--- src/rtl/dcache_req_arbiter.sv ---
// Two-port arbiter onto one dcache addr_ok/data_ok port; one outstanding access, grant/rvalid one cycle after the deciding edge.
// Requests wait (held by requester) until granted; optional perf counters under DCACHE_ARB_PERF_EN.
module dcache_req_arbiter #(
  parameter int ADDR_W       = 32,
  parameter int DATA_W       = 32,
  parameter int STARVE_LIMIT = 4
) (
  input  logic                clk,
  input  logic                rst,
  input  logic                flush,
  input  logic                p0_valid,
  input  logic                p0_we,
  input  logic [ADDR_W-1:0]   p0_addr,
  input  logic [DATA_W-1:0]   p0_wdata,
  input  logic [DATA_W/8-1:0] p0_sel,
  output logic                p0_grant,
  output logic                p0_rvalid,
  output logic [DATA_W-1:0]   p0_rdata,
  input  logic                p1_valid,
  input  logic                p1_we,
  input  logic [ADDR_W-1:0]   p1_addr,
  input  logic [DATA_W-1:0]   p1_wdata,
  input  logic [DATA_W/8-1:0] p1_sel,
  output logic                p1_grant,
  output logic                p1_rvalid,
  output logic [DATA_W-1:0]   p1_rdata,
  output logic                cache_ce,
  output logic                cache_we,
  output logic [ADDR_W-1:0]   cache_addr,
  output logic [DATA_W-1:0]   cache_data,
  output logic [DATA_W/8-1:0] cache_sel,
  input  logic                cache_addr_ok,
  input  logic                cache_data_ok,
  input  logic [DATA_W-1:0]   cache_rdata,
  output logic                busy
`ifdef DCACHE_ARB_PERF_EN
  ,
  output logic [31:0]         perf_p0_grants,
  output logic [31:0]         perf_p1_grants,
  output logic [31:0]         perf_wait_cycles
`endif
);

  typedef enum logic [1:0] {S_IDLE, S_ADDR, S_DATA, S_DRAIN} state_t;

  localparam logic [3:0] LIM = 4'(STARVE_LIMIT);

  state_t                r_state;
  state_t                w_next_state;
  logic [3:0]            r_starve;
  logic [3:0]            w_starve_next;
  logic                  r_owner;
  logic                  r_we;
  logic [ADDR_W-1:0]     r_addr;
  logic [DATA_W-1:0]     r_wdata;
  logic [DATA_W/8-1:0]   r_sel;
  logic                  r_ce;
  logic                  r_busy;
  logic                  r_p0_grant;
  logic                  r_p1_grant;
  logic                  r_p0_rvalid;
  logic                  r_p1_rvalid;
  logic [DATA_W-1:0]     r_p0_rdata;
  logic [DATA_W-1:0]     r_p1_rdata;

  logic w_p0_req;
  logic w_p1_win;
  logic w_p0_win;
  logic w_flush_kill;
  logic w_grant0;
  logic w_grant1;
  logic w_complete;

  assign w_p0_req     = p0_valid & ~flush;
  assign w_p1_win     = p1_valid & ((r_starve == LIM) | ~w_p0_req);
  assign w_p0_win     = w_p0_req & ~w_p1_win;
  // Flush only ever cancels work owned by port 0.
  assign w_flush_kill = flush & ~r_owner;

  always_comb begin
    w_next_state  = r_state;
    w_grant0      = 1'b0;
    w_grant1      = 1'b0;
    w_complete    = 1'b0;
    w_starve_next = r_starve;
    case (r_state)
      S_IDLE: begin
        if (w_p1_win) begin
          w_grant1     = 1'b1;
          w_next_state = S_ADDR;
        end else if (w_p0_win) begin
          w_grant0     = 1'b1;
          w_next_state = S_ADDR;
        end
        if (w_grant1 || !p1_valid) begin
          w_starve_next = 4'd0;
        end else if (w_grant0 && (r_starve < LIM)) begin
          w_starve_next = r_starve + 4'd1;
        end
      end
      S_ADDR: begin
        if (w_flush_kill) begin
          if (!cache_addr_ok || cache_data_ok) w_next_state = S_IDLE;
          else                                 w_next_state = S_DRAIN;
        end else if (cache_addr_ok) begin
          if (cache_data_ok) begin
            w_complete   = 1'b1;
            w_next_state = S_IDLE;
          end else begin
            w_next_state = S_DATA;
          end
        end
      end
      S_DATA: begin
        if (cache_data_ok) begin
          w_complete   = ~w_flush_kill;
          w_next_state = S_IDLE;
        end else if (w_flush_kill) begin
          w_next_state = S_DRAIN;
        end
      end
      S_DRAIN: begin
        if (cache_data_ok) w_next_state = S_IDLE;
      end
      default: w_next_state = S_IDLE;
    endcase
  end

  always_ff @(posedge clk or negedge rst) begin
    if (!rst) begin
      r_state     <= S_IDLE;
      r_starve    <= 4'd0;
      r_owner     <= 1'b0;
      r_we        <= 1'b0;
      r_addr      <= '0;
      r_wdata     <= '0;
      r_sel       <= '0;
      r_ce        <= 1'b0;
      r_busy      <= 1'b0;
      r_p0_grant  <= 1'b0;
      r_p1_grant  <= 1'b0;
      r_p0_rvalid <= 1'b0;
      r_p1_rvalid <= 1'b0;
      r_p0_rdata  <= '0;
      r_p1_rdata  <= '0;
    end else begin
      r_state     <= w_next_state;
      r_starve    <= w_starve_next;
      r_ce        <= (w_next_state == S_ADDR);
      r_busy      <= (w_next_state != S_IDLE);
      r_p0_grant  <= w_grant0;
      r_p1_grant  <= w_grant1;
      r_p0_rvalid <= w_complete & ~r_owner;
      r_p1_rvalid <= w_complete & r_owner;
      if (w_grant0 || w_grant1) begin
        r_owner <= w_grant1;
        r_we    <= w_grant1 ? p1_we    : p0_we;
        r_addr  <= w_grant1 ? p1_addr  : p0_addr;
        r_wdata <= w_grant1 ? p1_wdata : p0_wdata;
        r_sel   <= w_grant1 ? p1_sel   : p0_sel;
      end
      // Stores return zero so a stale load value never leaks to the requester.
      if (w_complete && !r_owner) r_p0_rdata <= r_we ? '0 : cache_rdata;
      if (w_complete &&  r_owner) r_p1_rdata <= r_we ? '0 : cache_rdata;
    end
  end

  assign p0_grant   = r_p0_grant;
  assign p1_grant   = r_p1_grant;
  assign p0_rvalid  = r_p0_rvalid;
  assign p1_rvalid  = r_p1_rvalid;
  assign p0_rdata   = r_p0_rdata;
  assign p1_rdata   = r_p1_rdata;
  assign cache_ce   = r_ce;
  assign cache_we   = r_we;
  assign cache_addr = r_addr;
  assign cache_data = r_wdata;
  assign cache_sel  = r_sel;
  assign busy       = r_busy;

`ifdef DCACHE_ARB_PERF_EN
  logic [31:0] r_perf_p0;
  logic [31:0] r_perf_p1;
  logic [31:0] r_perf_wait;

  always_ff @(posedge clk or negedge rst) begin
    if (!rst) begin
      r_perf_p0   <= 32'd0;
      r_perf_p1   <= 32'd0;
      r_perf_wait <= 32'd0;
    end else begin
      if (w_grant0) r_perf_p0 <= r_perf_p0 + 32'd1;
      if (w_grant1) r_perf_p1 <= r_perf_p1 + 32'd1;
      if (r_state == S_ADDR || r_state == S_DATA) r_perf_wait <= r_perf_wait + 32'd1;
    end
  end

  assign perf_p0_grants   = r_perf_p0;
  assign perf_p1_grants   = r_perf_p1;
  assign perf_wait_cycles = r_perf_wait;
`endif

endmodule

--- config.mk ---
export PLATFORM = sky130hd
export DESIGN_NAME = dcache_req_arbiter
export DESIGN_NICKNAME = d
export VERILOG_FILES = /design/src/rtl/dcache_req_arbiter.sv
export SDC_FILE = /design/constraint.sdc
export NUM_CORES = 1
export LEC_CHECK = 0
export ABC_CLOCK_PERIOD_IN_PS = 3400
export CAP_MARGIN = 20
export CORE_AREA = 2 2 121 123
export DETAILED_ROUTE_END_ITERATION = 8
export DIE_AREA = 0 0 123 125
export DONT_BUFFER_PORTS = 1
export HOLD_SLACK_MARGIN = 0.03
export RECOVER_POWER = 50
export SLEW_MARGIN = 25
export SYNTH_ARGS = -nofsm -noshare
export SYNTH_HDL_FRONTEND = slang
export SYNTH_SLANG_ARGS = --single-unit
--- constraint.sdc ---
create_clock -name clk -period 3.4 [get_ports clk]
set_input_delay 0.34 -clock clk [delete_from_list [all_inputs] [get_ports clk]]
set_output_delay 0.34 -clock clk [all_outputs]
set_load 0.005 [all_outputs]
==> Word level (Yosys, flattened, before mapping) <==
Cells that the tools add are included.
{ "totals": {"latch_bits": 0, "memories": 0, "register_bits": 146, "rom_bits": 0, "ram_bits": 0, "out_inout_bits": 139, "input_bits": 177} }
{ "op_classes": {"order_cmp": 1, "div_mod_pow": 0, "multipliers": 0, "add_sub_neg": 1, "n_reduce_logical": 13, "n_mux": 29, "bitwise": 12, "shift": 0, "n_eq_ne": 5} }
{ "ops": {"columns": ["op", "n"], "rows": [
  ["$mux W32", 3],
  ["$mux W2", 9],
  ["$mux W1", 12],
  ["$mux W4", 3],
  ["$pmux W2 S4", 1],
  ["$and A1 B1 Y1", 6],
  ["$not A1 Y1", 5],
  ["$add A4 B1 Y4 const B", 1],
  ["$eq A2 B1 Y1 const B", 2],
  ["$eq A2 B2 Y1 const B", 2],
  ["$eq A4 B3 Y1 const B", 1],
  ["$lt A4 B3 Y1 const B", 1],
  ["$reduce_bool A2 Y1", 2],
  ["$logic_and A1 B1 Y1", 3],
  ["$logic_not A1 Y1", 3],
  ["$logic_or A1 B1 Y1", 3],
  ["$logic_not A2 Y1", 1],
  ["$pmux W1 S2", 1],
  ["$reduce_and A2 Y1", 1],
  ["$or A1 B1 Y1", 1]
]} }

==> Depth between registers and ports, before layout <==
{ "depth": {"word_depth": 13, "depth_mapped": 8, "depth_no_buf": 7} }

==> Least setup slack after synthesis <==
Ideal clock, no wire load.
{ "synth_timing": {"path_type": "register to register", "from": "reg r_state[1]", "to": "reg r_p0_rdata[11], in the netlist p0_rdata[11]", "setup_ns": 0.133, "slack_ns": 1.848, "t_required_ns": 3.267, "n_path_buf": 2, "path_stages_with_launch": 8, "t_arrival_ns": 1.419, "cell_sequence": "dfrtp_1 -> inv_1 -> ha_1 -> a21o_1 -> nand4_1 -> buf_2 -> clkbuf_1 -> o21ai_0"} }
{ "synth_via": {"elab_chain_len": 3} }
{ "synth_rtl": {"columns": ["item", "line", "text"], "rows": [
  ["from (decl)", "48", "state_t r_state;"],
  ["from (signal assigned)", "147", "r_state <= w_next_state;"],
  ["$eq A2 B2 Y1 / $eq A2 B1 Y1 (equally long branches)", "86", "case (r_state)"],
  ["$pmux W1 S2 *", "86", null],
  ["$logic_and A1 B1 Y1 *", "163", "if (w_complete && !r_owner) r_p0_rdata <= r_we ? '0 : cache_rdata;"],
  ["to (signal assigned)", "163", null],
  ["to (decl)", "63", "logic [DATA_W-1:0] r_p0_rdata;"]
]} }
Every way passes the cells marked *; elsewhere a longest branch is shown, timed or not.
A chain may end at the register's enable or synchronous reset.

==> Worst setup path in the final report <==
{ "layout_timing": {"from": "reg r_state[1]", "to": "reg r_addr[8], in the netlist cache_addr[8]"} }
{ "layout_via": {"elab_chain_len": 3} }
{ "layout_rtl": {"columns": ["item", "line", "text"], "rows": [
  ["$logic_not A2 Y1 *", "86", null],
  ["$mux W1", "86", null],
  ["$mux W32 / $logic_or A1 B1 Y1 (equally long branches)", "158, 155", null],
  ["to (signal assigned)", "158", "r_addr <= w_grant1 ? p1_addr : p0_addr;"],
  ["to (decl)", "54", "logic [ADDR_W-1:0] r_addr;"]
]} }
Marks and branches as above.

==> results.py <==
metrics = {
    "critical_path": {
        "path_cells": "inv_1, ha_1, nand3_2, buf_4, o22ai_1, nor2_1",
        "critPathCaptureType": "flip-flop",
        "worstPathRequired_ps": 3700,
        "worst-path-max-fanout": 51,
        "crit_path_start": "r_state[1]",
        "cpMaxStageDelayCell": "nand3_2",
        "reg2reg_to": "cache_addr[8]",
        "cp_slowest_stage_delay_ps": 480,
        "rr_worst_depth": 6,
        "crit_arrival_ps": 2730,
        "r2r_slack_ps": 960,
        "start_kind": "flip-flop",
        "r2r-start": "r_state[1]",
        "timing.setup.critical_path_class": "reg2reg",
    },
    "final_layout": {
        "register_area_um2": 3650,
        "antennaDiodeCount": 0,
        "multi_input_comb_area_um2": 2050,
        "final_cell_mix": "dfrtp_1, nor2_1, nand2_1",
        "finalNetCount": 778,
        "fillerInstances": 1335,
        "design_area_um2": 6650,
        "syn_to_final_growth_pct": 10.9,
        "drive_above_1_share_pct": 6.91,
        "final_common_cell": "dfrtp_1",
    },
    "logic_synthesis": {
        "synth_top_family_by_area": "simple AND/OR/NAND/NOR gates",
        "synth_xor_area_share_pct": 0,
        "synthMuxAreaShare_pct": 0.188,
        "syn_area_per_cell_um2": 9.80,
        "synthArstFlopShare_pct": 100,
        "ys.warnings.count": 0,
        "syn_inst": 612,
        "synth-adder-area-share_pct": 1.25,
        "synth_edf_count": 0,
        "ys_seq_area_share_pct": 60.9,
        "synth_compound_area_share_pct": 14.5,
        "netlist_area_um2": 6000,
        "synthDistinctLibCells": 31,
        "ys.flop_type": "dfrtp_1",
        "synth_simple_gate_area_share_pct": 18.0,
        "ys_ff_latch": 146,
        "syn_nets": 795,
    },
    "grt": {
        "grt_max_degree": 147,
        "grt_pass1_wl_um": 24400,
        "overflow": 0,
        "globalRouteTotalUtil_pct": 21.0,
        "grt_antenna_before_repair": 0,
        "grt_pass1_vias": 4510,
    },
    "floorplanning": {
        "die_h_um": 125,
        "io_pins": 316,
        "rows": 44,
        "dieArea_um2": 15400,
        "coreArea_um2": 14200,
        "die_width_um": 123,
        "start_util_pct": 42.2,
    },
    "place": {
        "gp_congestion": 0.856,
        "io_buffers": 0,
        "hpwl_um": 11500,
        "placed_area_um2": 6020,
    },
    "clocking": {
        "root_buffer": "clkbuf_16",
        "insertion_delay_ps": 420,
        "post_cts_buffers": 0,
        "cts_tree": "done",
        "numCtsBuffers": 17,
        "cts_max_level": 4,
        "cts_num_sinks": 146,
        "clkTransAtPathRegs_ps": 60,
        "cts_buffer_depth": 2,
        "ctsResizeCount": 0,
    },
    "detailed_routing": {
        "dr.pass1.iters": 4,
        "vias": 4303,
        "route.antenna.remaining_nets": 0,
        "via_per_inst": 5.43,
        "wl_per_cell_um": 20.5,
        "drc_errors": 0,
        "routed_wl_um": 16200,
        "drtIter0Drc": 212,
    },
    "timing": {
        "finalMaxSlewViolations": 0,
        "worstMarginPinSlew_ps": 963,
        "max_slew_margin_pct": 35.8,
        "setup_violations": 0,
        "whs_ps": -381,
        "min_period_ps": 2440,
        "timing.fmax_ghz": 0.410,
        "fin_tns_setup_ps": 0,
        "fin_skew_ps": 8.16,
        "grt_setup_unrepaired": "false",
        "period_share_pct": 71.6,
        "hold_viol_final": 146,
    },
    "power": {
        "power_w": 0.00630,
        "worst_ir_drop_vdd_mv": 0.368,
        "pwr_density_cell_nw_per_um2": 947,
        "p_leak_nw": 2.87,
    },
    "flow_run": {
        "max-cap-violations": 0,
    },
    "status": {
        "violations": "negative hold slack",
        "outcome": "finished with violations",
    },
    "min_path": {
        "hold_path_class": "in2async",
    },
}
-- power breakdown --
| part | total (W) | internal, W | switching (W) |
|---|---|---|---|
| registers | 0.00297 | 0.00238 | 0.000596 |
| clock network | 0.00199 | 0.00124 | 0.000753 |
| logic | 0.00133 | 0.000543 | 0.000787 |
| total | 0.00630 | 0.00416 | 0.00214 |
-- critical path: cells and delay by family, from the launching register on --
family	cells	cell delay, ps
flip-flops	1	420
AND/OR/NAND/NOR	2	550
buffers and inverters	2	590
AO/OA/AOI/OAI	1	290
adder cells (fa/ha/maj)	1	440
-- Yosys cell counts, drive strengths merged (3+ instances only) --
cell,instances,area [um2]
o22ai,70,444
nor2b,3,21.3
ha,6,75.1
inv,12,45.0
buf,34,233
nand2b,33,206
o21ai,66,330
a21oi,3,15.0
dfrtp,146,3650
clkbuf,7,26.3
nand2,70,263
nor2,143,537
-- registers in the layout, indices dropped and copies added (netlist names) --
| name | flops |
|---|---|
| cache_sel | 4 |
| p0_grant | 1 |
| r_state | 2 |
| p1_grant | 1 |
| p0_rvalid | 1 |
| cache_addr | 32 |
| cache_ce | 1 |
| r_starve | 4 |
| p1_rvalid | 1 |
| cache_data | 32 |
| cache_we | 1 |
| p0_rdata | 32 |
| r_owner | 1 |
| busy | 1 |
| p1_rdata | 32 |
-- area by class of cell --
class / count / area share, %
Multi-Input combinational cell: 413 / 30.9
Clock buffer: 18 / 6.45
Timing Repair Buffer: 5 / 0.564
Sequential cell: 146 / 54.9
Clock inverter: 14 / 3.07
Tap cell: 184 / 3.46
Inverter: 12 / 0.677
-- worst max-delay path by stage --
| stage | cells past startpoint | slack, ps | to |
|---|---|---|---|
| global route | 6 | 750 | cache_addr[8] |
| global placement | 6 | 1110 | cache_addr[8] |
| floorplan | 7 | 1850 | p0_rdata[11] |
| finish | 6 | 960 | cache_addr[8] |
| detailed placement | 6 | 950 | cache_addr[8] |
| CTS | 6 | 940 | cache_addr[8] |
-- metrics by stage --
stage / util (%) / setup slack [ps] / hold WS [ps] / instances
4_1_cts: 46.8 / 937 / -406 / 792
2_1_floorplan: - / 1850 / 44.4 / 612
3_5_place_dp: 42.4 / 946 / 48.0 / 760
5_1_grt: 46.8 / 746 / -409 / 792
3_3_place_gp: 42.4 / 1110 / 47.5 / 760
6_report: 46.8 / 964 / -381 / 792
-- kinds of logic (layout without fill, tap and decap cells) --
family	Yosys count	after routing
AOI/OAI and AO/OA	149	149
adders and majority gates	6	6
buffers and inverters	53	49
DFF	146	146
muxes	1	1
and+or+nand+nor	257	257
-- per-layer routing --
metal | vias up | GRT usage, % | routed length, um
li1 | 2030 | - | -
met1 | 2038 | 22.6 | 6050
met3 | 26 | 10.8 | 1960
met5 | - | 0 | 0
met2 | 209 | 34.4 | 7790
met4 | 0 | 8.82 | 420
Note: power is estimated with default switching activity, not from simulation.
